$ cat src/rtl/dds_pkg.sv
// Shared widths, state encoding and small helpers for the DDS phase controller.
package dds_pkg;

    localparam int ACC_W  = 32;
    localparam int ADDR_W = 11;

    typedef enum logic [1:0] {
        ST_IDLE = 2'd0,
        ST_RUN  = 2'd1,
        ST_PEND = 2'd2
    } dds_state_t;

    // True while the accumulator is advancing (a new tuning word may be pending).
    function automatic logic st_active(input dds_state_t s);
        return (s == ST_RUN) || (s == ST_PEND);
    endfunction

endpackage

$ cat src/rtl/dds_phase_acc.sv
// Phase accumulator register with carry-out and the upper phase bits of the next value.
module dds_phase_acc #(
    parameter int ACC_W  = 32,
    parameter int ADDR_W = 11
) (
    input  logic              clk,
    input  logic              rst,
    input  logic              clr,
    input  logic              en,
    input  logic [ACC_W-1:0]  ftw,
    output logic [ADDR_W-1:0] phase_next,
    output logic              carry
);

    logic [ACC_W-1:0] acc;
    logic [ACC_W:0]   sum;

    // One-bit-wider add exposes the carry-out of acc + ftw.
    always_comb begin
        sum        = {1'b0, acc} + {1'b0, ftw};
        phase_next = sum[ACC_W-1 -: ADDR_W];
        carry      = sum[ACC_W];
    end

    // Accumulator register; synchronous clear takes priority over advancing.
    always_ff @(posedge clk or posedge rst) begin
        if (rst) begin
            acc <= '0;
        end else if (clr) begin
            acc <= '0;
        end else if (en) begin
            acc <= sum[ACC_W-1:0];
        end
    end

endmodule

$ cat src/rtl/dds_phase_ctrl.sv
// DDS phase controller: accumulator-driven LUT address generation with
// phase-continuous (carry-aligned) tuning-word updates via shadow registers.
module dds_phase_ctrl #(
    parameter int ACC_W   = dds_pkg::ACC_W,
    parameter int ADDR_W  = dds_pkg::ADDR_W,
    parameter int LUT_LAT = 1
) (
    input  logic              Fg_CLK,
    input  logic              RESET,
    input  logic              run,
    input  logic              cfg_valid,
    output logic              cfg_ready,
    input  logic [ACC_W-1:0]  cfg_ftw,
    input  logic [ADDR_W-1:0] cfg_poff,
    output logic [ADDR_W-1:0] Address,
    output logic              addr_valid,
    output logic              lut_valid,
    output logic              wrap,
    output logic [1:0]        state_o
);

    import dds_pkg::*;

    dds_state_t        state;
    logic [ACC_W-1:0]  ftw_a;
    logic [ACC_W-1:0]  ftw_s;
    logic [ADDR_W-1:0] poff_a;
    logic [ADDR_W-1:0] poff_s;
    logic [LUT_LAT-1:0] lut_sr;

    logic [ADDR_W-1:0] phase_next;
    logic              carry;
    logic              xfer;
    logic              apply;
    logic              acc_en;
    logic              acc_clr;

    // Handshake and accumulator control. The shadow is applied on a carry edge,
    // or immediately when the active tuning word is zero (no carry would ever come).
    always_comb begin
        xfer    = cfg_valid & cfg_ready;
        apply   = (state == ST_PEND) && run && (carry || (ftw_a == '0));
        acc_en  = st_active(state) && run;
        acc_clr = !st_active(state) || !run || apply;
    end

    dds_phase_acc #(
        .ACC_W  (ACC_W),
        .ADDR_W (ADDR_W)
    ) u_acc (
        .clk        (Fg_CLK),
        .rst        (RESET),
        .clr        (acc_clr),
        .en         (acc_en),
        .ftw        (ftw_a),
        .phase_next (phase_next),
        .carry      (carry)
    );

    // Control FSM with registered outputs; Address always tracks the value acc takes on this edge.
    always_ff @(posedge Fg_CLK or posedge RESET) begin
        if (RESET) begin
            state      <= ST_IDLE;
            ftw_a      <= '0;
            poff_a     <= '0;
            ftw_s      <= '0;
            poff_s     <= '0;
            Address    <= '0;
            addr_valid <= 1'b0;
            wrap       <= 1'b0;
            cfg_ready  <= 1'b0;
        end else begin
            case (state)
                ST_IDLE: begin
                    wrap      <= 1'b0;
                    cfg_ready <= 1'b1;
                    if (xfer) begin
                        ftw_a  <= cfg_ftw;
                        poff_a <= cfg_poff;
                    end
                    if (run) begin
                        state      <= ST_RUN;
                        Address    <= xfer ? cfg_poff : poff_a;
                        addr_valid <= 1'b1;
                    end else begin
                        Address    <= '0;
                        addr_valid <= 1'b0;
                    end
                end

                ST_RUN: begin
                    if (!run) begin
                        state      <= ST_IDLE;
                        Address    <= '0;
                        addr_valid <= 1'b0;
                        wrap       <= 1'b0;
                        cfg_ready  <= 1'b1;
                        if (xfer) begin
                            ftw_a  <= cfg_ftw;
                            poff_a <= cfg_poff;
                        end
                    end else begin
                        Address    <= phase_next + poff_a;
                        addr_valid <= 1'b1;
                        wrap       <= carry;
                        if (xfer) begin
                            ftw_s     <= cfg_ftw;
                            poff_s    <= cfg_poff;
                            state     <= ST_PEND;
                            cfg_ready <= 1'b0;
                        end else begin
                            cfg_ready <= 1'b1;
                        end
                    end
                end

                ST_PEND: begin
                    if (!run) begin
                        state      <= ST_IDLE;
                        ftw_s      <= '0;
                        poff_s     <= '0;
                        Address    <= '0;
                        addr_valid <= 1'b0;
                        wrap       <= 1'b0;
                        cfg_ready  <= 1'b1;
                    end else if (apply) begin
                        // acc restarts at 0, so the new phase starts exactly at poff_s.
                        state      <= ST_RUN;
                        ftw_a      <= ftw_s;
                        poff_a     <= poff_s;
                        Address    <= poff_s;
                        addr_valid <= 1'b1;
                        wrap       <= carry;
                        cfg_ready  <= 1'b1;
                    end else begin
                        Address    <= phase_next + poff_a;
                        addr_valid <= 1'b1;
                        wrap       <= 1'b0;
                        cfg_ready  <= 1'b0;
                    end
                end

                default: begin
                    state      <= ST_IDLE;
                    Address    <= '0;
                    addr_valid <= 1'b0;
                    wrap       <= 1'b0;
                    cfg_ready  <= 1'b1;
                end
            endcase
        end
    end

    // LUT_LAT-stage delay of addr_valid marking valid lookup-table data.
    always_ff @(posedge Fg_CLK or posedge RESET) begin
        if (RESET) begin
            lut_sr <= '0;
        end else begin
            lut_sr[0] <= addr_valid;
            for (int unsigned i = 1; i < LUT_LAT; i++) begin
                lut_sr[i] <= lut_sr[i-1];
            end
        end
    end

    // Output views of internal state.
    always_comb begin
        lut_valid = lut_sr[LUT_LAT-1];
        state_o   = state;
    end

endmodule

$ cat config.mk
export PLATFORM = sky130hd
export DESIGN_NAME = dds_phase_ctrl
export DESIGN_NICKNAME = d
export VERILOG_FILES = /design/src/rtl/dds_pkg.sv /design/src/rtl/dds_phase_acc.sv /design/src/rtl/dds_phase_ctrl.sv
export SDC_FILE = /design/constraint.sdc
export NUM_CORES = 1
export LEC_CHECK = 0
export CAP_MARGIN = 20
export CORE_ASPECT_RATIO = 1.4
export CORE_UTILIZATION = 54
export CTS_BUF_LIST = sky130_fd_sc_hd__clkbuf_16
export CTS_CLUSTER_DIAMETER = 50
export DETAILED_ROUTE_END_ITERATION = 10
export PLACE_DENSITY = 0.75
export SLEW_MARGIN = 5
export SYNTH_ARGS = -nofsm -noshare
export SYNTH_HDL_FRONTEND = slang
export SYNTH_HIERARCHICAL = 1
export SYNTH_SLANG_ARGS = --single-unit
export TNS_END_PERCENT = 1
$ cat constraint.sdc
create_clock -name Fg_CLK -period 5.86 [get_ports Fg_CLK]
set_clock_uncertainty 0.1 [all_clocks]
set_input_delay 1.758 -clock Fg_CLK [delete_from_list [all_inputs] [get_ports Fg_CLK]]
set_output_delay 1.758 -clock Fg_CLK [all_outputs]
set_load 0.1 [all_outputs]
== Yosys cells after proc, flatten, opt, wreduce, memory -nomap -nowiden ==
Index checks and enable logic that the tools add are counted.
Word-level totals
  register bits: 135
  latch bits: 0
  bits in writable memories: 0
  memory bits (read-only): 0
  input port bits: 47
  output and inout port bits: 17
  word-level logic and storage cells: 85
  memories: 0
Operators by class
  $add $sub $neg: 2
  multipliers: 0
  divide/modulo/power cells: 0
  magnitude comparators: 0
  eq/ne operators: 11
  shifts and indexed selects: 0
  muxes and demuxes: 42
  bitwise gates (word level): 1
  reductions and logical operators: 18
Operator list (count)
  two-way mux 32 bit: 9
  two-way mux 11 bit: 11
  case mux 32 bit (3 select lines): 1
  case mux 11 bit (3 select lines): 2
  case mux 32 bit (2 select lines): 1
  adder 32 x 32 -> 33 bit: 1
  logical NOT 32 bit: 1
  case mux 11 bit (2 select lines): 1
  inequality test 2 bit (second input constant): 7
  adder 11 bit: 1
  two-way mux 2 bit: 5
  two-way mux 1 bit: 9
  AND reduction 4 bit: 2
  inequality test 3 bit (second input constant): 2
  case mux 2 bit (3 select lines): 1
  logical OR 1 bit: 4
  case mux 1 bit (2 select lines): 2
  nonzero test 2 bit: 2
  logical AND 1 bit: 3
  AND reduction 3 bit: 1
  nonzero test 3 bit: 1
  OR reduction 3 bit: 1
  == test 2 x 1 -> 1 bit (second input constant): 1
  == test 2 bit (second input constant): 1
  3 further kinds: 4

== Longest topological paths before layout ==
Gate-level depths: netlist (run 1).
  word-level depth: 6
  depth in mapped cells: 19
  mapped depth without buffers: 19

== By module ==
The synthesis (run 1) kept the hierarchy.
Modules (own cells, without submodules)
  dds_phase_ctrl: instances 1, cells each 554, area an instance 5182.5 sq um, seq. area each 2577.5 sq um
  dds_phase_acc: instances 1, cells each 398, area an instance 3209.3 sq um, seq. area each 800.8 sq um

== Worst setup path before layout (run 1) ==
OpenSTA, ideal clock, no wires.
  kind: flip-flop to flip-flop
  start point: reg ftw_a[0]
  end point: reg u_acc.acc[24]
  library setup time: 0.087 ns
  arrival: 3.897 ns
  required time: 5.673 ns
  slack: 1.777 ns
  cell stages (with the launch flop): 18
  buffers on the path: 1
  period minus slack after synthesis: 4.083 ns
  path through: dfrtp_1 > ha_1 > inv_1 > fa_1 > nor2b_4 > o31a_1 > o31a_1 > o31a_1 > a221o_1 > a21oi_1 > o21ai_0 > o21a_1 > o21bai_2 > nand2_1 > nand2_1 > clkbuf_1 > or4b_2 > o211ai_1
Between the ends
  longest elaborated chain between the ends: 5
  elaborated cells on any way between the ends: 8
  those cells by class: add/sub (1); mux (2); reduce/logical (5)
Ends and longest elaborated chain
  start: declaration: line dds_phase_ctrl.sv:25  | logic [ACC_W-1:0] ftw_a;
  start signal: assignment: line dds_phase_ctrl.sv:78  | ftw_a <= cfg_ftw;
  start signal: assignment: line dds_phase_ctrl.sv:99  | ftw_a <= cfg_ftw;
  start signal: assignment: line dds_phase_ctrl.sv:129  | ftw_a <= ftw_s;
  adder 32 x 32 -> 33 bit (*): line dds_phase_acc.sv:20  | sum = {1'b0, acc} + {1'b0, ftw};
  net carry: line dds_phase_ctrl.sv:32  | logic carry;
  logical OR 1 bit (*): line dds_phase_ctrl.sv:42  | apply = (state == ST_PEND) && run && (carry || (ftw_a == '0));
  logical AND 1 bit (*): line dds_phase_ctrl.sv:42
  logical OR 1 bit (*): line dds_phase_ctrl.sv:44  | acc_clr = !st_active(state) || !run || apply;
  net acc_clr: line dds_phase_ctrl.sv:36  | logic acc_clr;
  two-way mux 32 bit / nonzero test 2 bit (equally long branches)
  end signal: assignment: line dds_phase_acc.sv:32  | acc <= sum[ACC_W-1:0];
  end: declaration: line dds_phase_acc.sv:15  | logic [ACC_W-1:0] acc;
Mark *: on every way through the listed nets, which the timed path passes. The rest lies on a longest branch. The select of a mux whose other input is x is not followed.
A chain may end at the register's enable or synchronous reset.

== Final worst setup path (run 1) ==
  start point: reg ftw_a[0]
  end point: reg u_acc.acc[31]
The elaborated chain is that of the path after synthesis.

==> results_dict.tcl, run 1 <==
set metrics [dict create \
    status "complete, no violations" \
    syn_area_sq_um 8392 \
    die_area_sq_um 16050 \
    cts_tree "yes" \
    area_delta_synth_final_pct 15.64 \
    cts_hold_buf 0 \
    dp_hpwl_um 15960 \
    fmax_mhz 206.7 \
    setup_total_negative_slack_ns 0 \
    maxSlewViolCount 0 \
    r2r_setup_slack_ns 1.02 \
    coreArea_sq_um 15120 \
    endpoint_kind "register" \
    instances_no_fill 1187 \
    seq_area_frac_synth_pct 40.26 \
    routed_wl_um 22280 \
    cp_max_fo 21 \
    drive_gt1_share_pct 6.030 \
    layout_common_cells "nand2_1 (141), dfrtp_1 (135), a21oi_1 (87), o21ai_0 (65), clkdlybuf4s50_1 (63)" \
    p_per_area_nw_per_um2 661.1 \
    rsz0062_at_grt "false" \
    fin_nets 1077 \
    hold_path_class "register to register" \
    firstDrtPassIters 5 \
    n_antenna_cell 0 \
    io_pins 64 \
    synthFlopType "dfrtp_1" \
    critPathMaxStageDelay_ns 0.43 \
    synth_area_per_cell_sq_um 8.815 \
    layout_commonest_cell "nand2_1" \
    maxCapViolCount 0 \
    crit_chain "ha_1 -> inv_1 -> fa_1 -> nor2b_4 -> o31a_1 -> o31a_1 -> o31a_1 -> a221o_1 -> a21oi_1 -> o21ai_0 -> o21a_1 -> o21bai_2 -> nand2_1 -> nand2_1 -> buf_4 -> clkinv_1 -> nand2_1 -> nor3_1 -> o211ai_1 -> o211ai_1" \
    grt_pass1_wl_um 36090 \
    grt_remaining_overflow 0 \
    timing.rr.start "ftw_a[0]" \
    grt_pass1_vias 7288 \
    clk_transition_reported_paths_ns 0.07 \
    placementRows 53 \
    dp.cells 1154 \
    die_w_um 107.4 \
    gp_congestion 0.9154 \
    start_kind "register" \
    fin_crit_ns 4.837 \
    place_worst_setup_slack_ns 1.175 \
    synth_warnings 6 \
    vias 7410 \
    crit_type "register to register" \
    synth_cell_types 74 \
    portBuffers 63 \
    cpMaxStageDelayCell "a221o_1" \
    crit_start "ftw_a[0]" \
    fp.dieH_um 149.5 \
    tightest_slew_ns 1.107 \
    synth_edf_count 0 \
    clk_latency_ns 0.44 \
    grt_max_degree 78 \
    fin_ws_ns 1.023 \
    clockBufferDepth 2 \
    cts_root_buffer "clkbuf_16" \
    cts_sinks 135 \
    drcViolationCount 0 \
    syn_inst 952 \
    reg2reg_depth 20 \
    required_ns 6.11 \
    arrival_ns 5.08 \
    ys_ff_latch 135 \
    leakage_nw 4.290 \
    ir_drop_v 0.0003801 \
    via_per_inst 6.243 \
    hold_viol 0 \
    finalPower_mw 6.416 \
    antenna_found_initial 0 \
    synthArstFlopShare_pct 100.0 \
    drtIter0Drc 509 \
    grt_use_total_pct 29.19 \
    period_share_pct 82.54 \
    cts_buffers 17 \
    critPathCapture "u_acc/acc[31]" \
    drt-wirelength-per-cell_um 18.77 \
    initial_core_util_pct 55.50 \
    hold_depth 0 \
    setup_viol 0 \
    ant_nets 0 \
    cts_max_level 4 \
    relSlewSlack_pct 26.18 \
    cts-resized-gates 0 \
    synth_nets 1047 \
    post_cts_buffers 0 \
    r2r-end "u_acc/acc[31]" \
]
[stage by stage]
stage | cell area, sq um | hold slack [ns] | util, %
floorplan | 8392 | 0.3497 | -
global placement | 9085 | 0.2553 | 60.09
detailed placement | 9085 | 0.2614 | 60.09
CTS | 9684 | 0.2767 | 64.05
global route | 9704 | 0.2868 | 64.18
finish | 9704 | 0.2742 | 64.18
[state kept, by name, indices dropped and copies added (netlist names)]
signal and cells:
lut_valid 1, Address 11, poff_s 11, cfg_ready 1, u_acc/acc 32, wrap 1, ftw_s 32, addr_valid 1
state_o 2, ftw_a 32, poff_a 11
[power by group]
part           internal, mW  switching, mW
Sequential             1.31          0.347
Combinational          1.39           2.28
Clock                 0.610          0.481
[logic make-up (layout without fill, tap and decap cells)]
logic type,count (synthesis),count (layout),synth area share (%)
buffers and inverters,82,125,4.115
AOI/OAI and AO/OA,293,293,23.30
muxes,10,10,1.193
adders and majority gates,48,48,7.336
and+or+nand+nor,350,350,20.25
xor gates and xnor gates,34,34,3.548
DFF,135,135,40.26
[per-layer routing]
layer | GRT usage, % | wire [um]
met5 | 0 | 0
met4 | 17.88 | 1209
met3 | 5.314 | 807
met2 | 53.13 | 11730
met1 | 30.92 | 8530
[worst min path at each step]
stage           endpoint       start  slack, ns
6_report       lut_valid  addr_valid       0.27
4_1_cts        lut_valid  addr_valid       0.28
3_5_place_dp   lut_valid  addr_valid       0.26
2_1_floorplan  ftw_s[13]   ftw_s[13]       0.35
5_1_grt        lut_valid  addr_valid       0.29
3_3_place_gp   lut_valid  addr_valid       0.26
[area by class of cell]
| class | count | area [sq um] |
|---|---|---|
| Timing Repair Buffer | 73 | 718.2 |
| Fill cell | 1289 | 5415 |
| Clock buffer | 17 | 425.4 |
| Multi-Input combinational cell | 735 | 4691 |
| Sequential cell | 135 | 3378 |
| Clock inverter | 15 | 173.9 |
| Tap cell | 192 | 240.2 |
| Inverter | 20 | 77.57 |
[Yosys cell counts (7+ instances only)]
library cell,count,area share [%]
nor2b_1,11,0.82
and3_1,18,1.3
clkbuf_1,44,2.0
dfrtp_1,135,40
nand2_1,141,6.3
a41oi_1,35,3.7
o21ai_0,65,3.9
mux2i_1,10,1.2
nand2b_1,45,3.4
nor2_1,62,2.8
nand3_1,13,0.78
o21a_1,7,0.63
a21oi_1,87,5.2
ha_1,46,6.9
xor2_1,10,1.0
nor4_1,10,0.75
a21o_1,18,1.6
nand4_1,11,0.82
xnor2_1,24,2.5
inv_1,18,0.81
a221o_1,14,1.7
a221oi_1,11,1.1
nor3_1,12,0.72
[critical path: cells and delay by family, from the launching register on]
kind            cells  cell delay, ns
simple gates        5            0.90
flops               1            0.40
fa+ha+maj           2            0.43
buf+inv             3            0.63
compound gates     10            2.28
(Power assumes the default switching activity.)
==> run 2: changes to the inputs <==
--- a/config.mk
+++ b/config.mk
@@ -11,7 +11,7 @@
 export CTS_BUF_LIST = sky130_fd_sc_hd__clkbuf_16
 export CTS_CLUSTER_DIAMETER = 50
 export DETAILED_ROUTE_END_ITERATION = 10
-export PLACE_DENSITY = 0.75
+export PLACE_DENSITY = 0.78
 export SLEW_MARGIN = 5
 export SYNTH_ARGS = -nofsm -noshare
 export SYNTH_HDL_FRONTEND = slang
==> constraint.sdc (replaced) <==
create_clock -name Fg_CLK -period 4.4 [get_ports Fg_CLK]
set_clock_uncertainty 0.1 [all_clocks]
set_input_delay 1.32 -clock Fg_CLK [delete_from_list [all_inputs] [get_ports Fg_CLK]]
set_output_delay 1.32 -clock Fg_CLK [all_outputs]
set_load 0.1 [all_outputs]
==> run 2 against run 1 <==
Compared with the run above: combinational power up 44%; critical path type unchanged; total power up 40%; cell count up 1.7%; count of clock-buffer cells in the layout unchanged; worst hold slack better by 0.0076 ns; largest power group unchanged.
==> results_dict.tcl, run 2 (same netlist as run 1, synthesis figures left out) <==
set metrics [dict create \
    crit_type "register to register" \
    layout_common_cells "nand2_1 (139), dfrtp_1 (134), a21oi_1 (84), clkdlybuf4s50_1 (63), o21ai_0 (62)" \
    relSlewSlack_pct 34.80 \
    critPathMostFrequentCell "o31a_1" \
    crit_family "compound AO/OA/AOI/OAI gates" \
    area_delta_synth_final_pct 19.74 \
    cts_tree "yes" \
    p_per_area_nw_per_um2 895.3 \
    maxCapViolCount 0 \
    top_regs "ftw_a x32, ftw_s x32, u_acc/acc x32" \
    r2r-end "u_acc/acc[24]" \
    cts_sinks 135 \
    vias 7480 \
    tightest_slew_ns 0.9749 \
    hold_path_class "register to register" \
    maxSlewViolCount 0 \
    die_w_um 107.4 \
    fin_crit_ns 4.223 \
    setup_total_negative_slack_ns 0 \
    design_area_sq_um 10050 \
    fmax_mhz 236.8 \
    ir_drop_v 0.0004783 \
    leakage_nw 4.442 \
    hold_depth 0 \
    dp_hpwl_um 16210 \
    fin_nets 1097 \
    hold_slack_ns 0.2818 \
    endpoint_kind "register" \
    start_kind "register" \
    layout_commonest_cell "nand2_1" \
    path_buf_inv 1 \
    coreArea_sq_um 15120 \
    grt_remaining_overflow 0 \
    die_area_sq_um 16050 \
    hp-start "addr_valid" \
    cts_buffers 17 \
    status "complete, no violations" \
    grt_max_degree 65 \
    grt_pass1_wl_um 37050 \
    cpMaxStageDelayCell "or4b_2" \
    cts_max_level 4 \
    drt-wirelength-per-cell_um 18.91 \
    grt_pass1_vias 7411 \
    initial_core_util_pct 55.50 \
    hold_viol 0 \
    drive_gt1_share_pct 9.951 \
    crit_chain "ha_1 -> inv_1 -> fa_2 -> nor2b_4 -> o31a_1 -> o31a_1 -> o31a_1 -> a221o_1 -> a21oi_2 -> o21ai_0 -> o21a_1 -> o21bai_2 -> nand2_2 -> nand2_4 -> or4b_2 -> o211ai_1" \
    drtIter0Drc 491 \
    portBuffers 63 \
    firstDrtPassIters 5 \
    setup_viol 0 \
    cts_root_buffer "clkbuf_16" \
    rsz0062_at_grt "true" \
    ant_nets 0 \
    n_antenna_cell 0 \
    clk_transition_reported_paths_ns 0.06 \
    period_share_pct 95.98 \
    cts_hold_buf 0 \
    via_per_inst 6.197 \
    fp.dieH_um 149.5 \
    antenna_found_initial 0 \
    reg2reg_depth 16 \
    required_ns 4.64 \
    arrival_ns 4.46 \
    routed_wl_um 22820 \
    io_pins 64 \
    r2r_setup_slack_ns 0.18 \
    holdPathEnd "lut_valid" \
    clk_latency_ns 0.42 \
    clockBufferDepth 2 \
    instances_no_fill 1207 \
    placed_area_sq_um 9275 \
    gp_congestion 0.9776 \
    placementRows 53 \
    cp_max_fo 8 \
    dp.cells 1171 \
    drcViolationCount 0 \
    timing.rr.start "ftw_a[0]" \
    critPathMaxStageDelay_ns 0.69 \
    grt_use_total_pct 29.96 \
]
-- run 2: cell type report --
cell class,count,area (sq um)
sequential,135,3379
clock inverter,15,190.2
timing repair buffer,93,918.4
inverter,20,77.57
fill,1247,5071
multi-input combinational,735,4817
tap,192,240.2
clock buffer,17,425.4
-- run 2: worst max path at each step --
stage | start | endpoint | slack (ns) | cells past startpoint
after detailed placement | ftw_a[0] | Address[9] | -0.08 | 17
after CTS | ftw_a[0] | Address[9] | -0.05 | 18
after floorplan | RESET | Address[0] | 0.28 | 1
after global placement | ftw_a[0] | Address[9] | 0.03 | 18
after global routing | ftw_a[0] | u_acc/acc[24] | -0.01 | 16
final | ftw_a[0] | u_acc/acc[24] | 0.18 | 16
-- run 2: layer usage --
metal	track usage (%)	share of wire (%)	vias to the layer above	wire length, um
met1	32.71	38	3559	8698
met3	4.965	4.6	76	1039
li1	-	-	3574	-
met2	53.35	51	271	11750
met5	0	0	-	0
met4	19.25	5.8	0	1335
-- run 2: report_power, final --
| part | switching, mW | leakage [nW] | internal (mW) |
|---|---|---|---|
| clock network | 0.593 | 0.304 | 0.906 |
| registers | 0.467 | 1.70 | 1.75 |
| logic | 3.21 | 2.44 | 2.07 |
-- run 2: stage by stage --
step,worst slack [ns],total power [mW],utilization (%)
2_1_floorplan,0.2762,5.867,-
3_3_place_gp,0.02536,7.088,61.35
3_5_place_dp,-0.08277,7.177,61.35
4_1_cts,-0.04779,8.735,65.52
5_1_grt,-0.01425,9.621,66.46
6_report,0.1771,8.996,66.46
-- run 2: repair_timing --
action                                  CTS  global route
pin swaps                                 1             7
gates resized for setup                   2            25
buffers inserted                          1             3
endpoints found under the setup margin   13            17
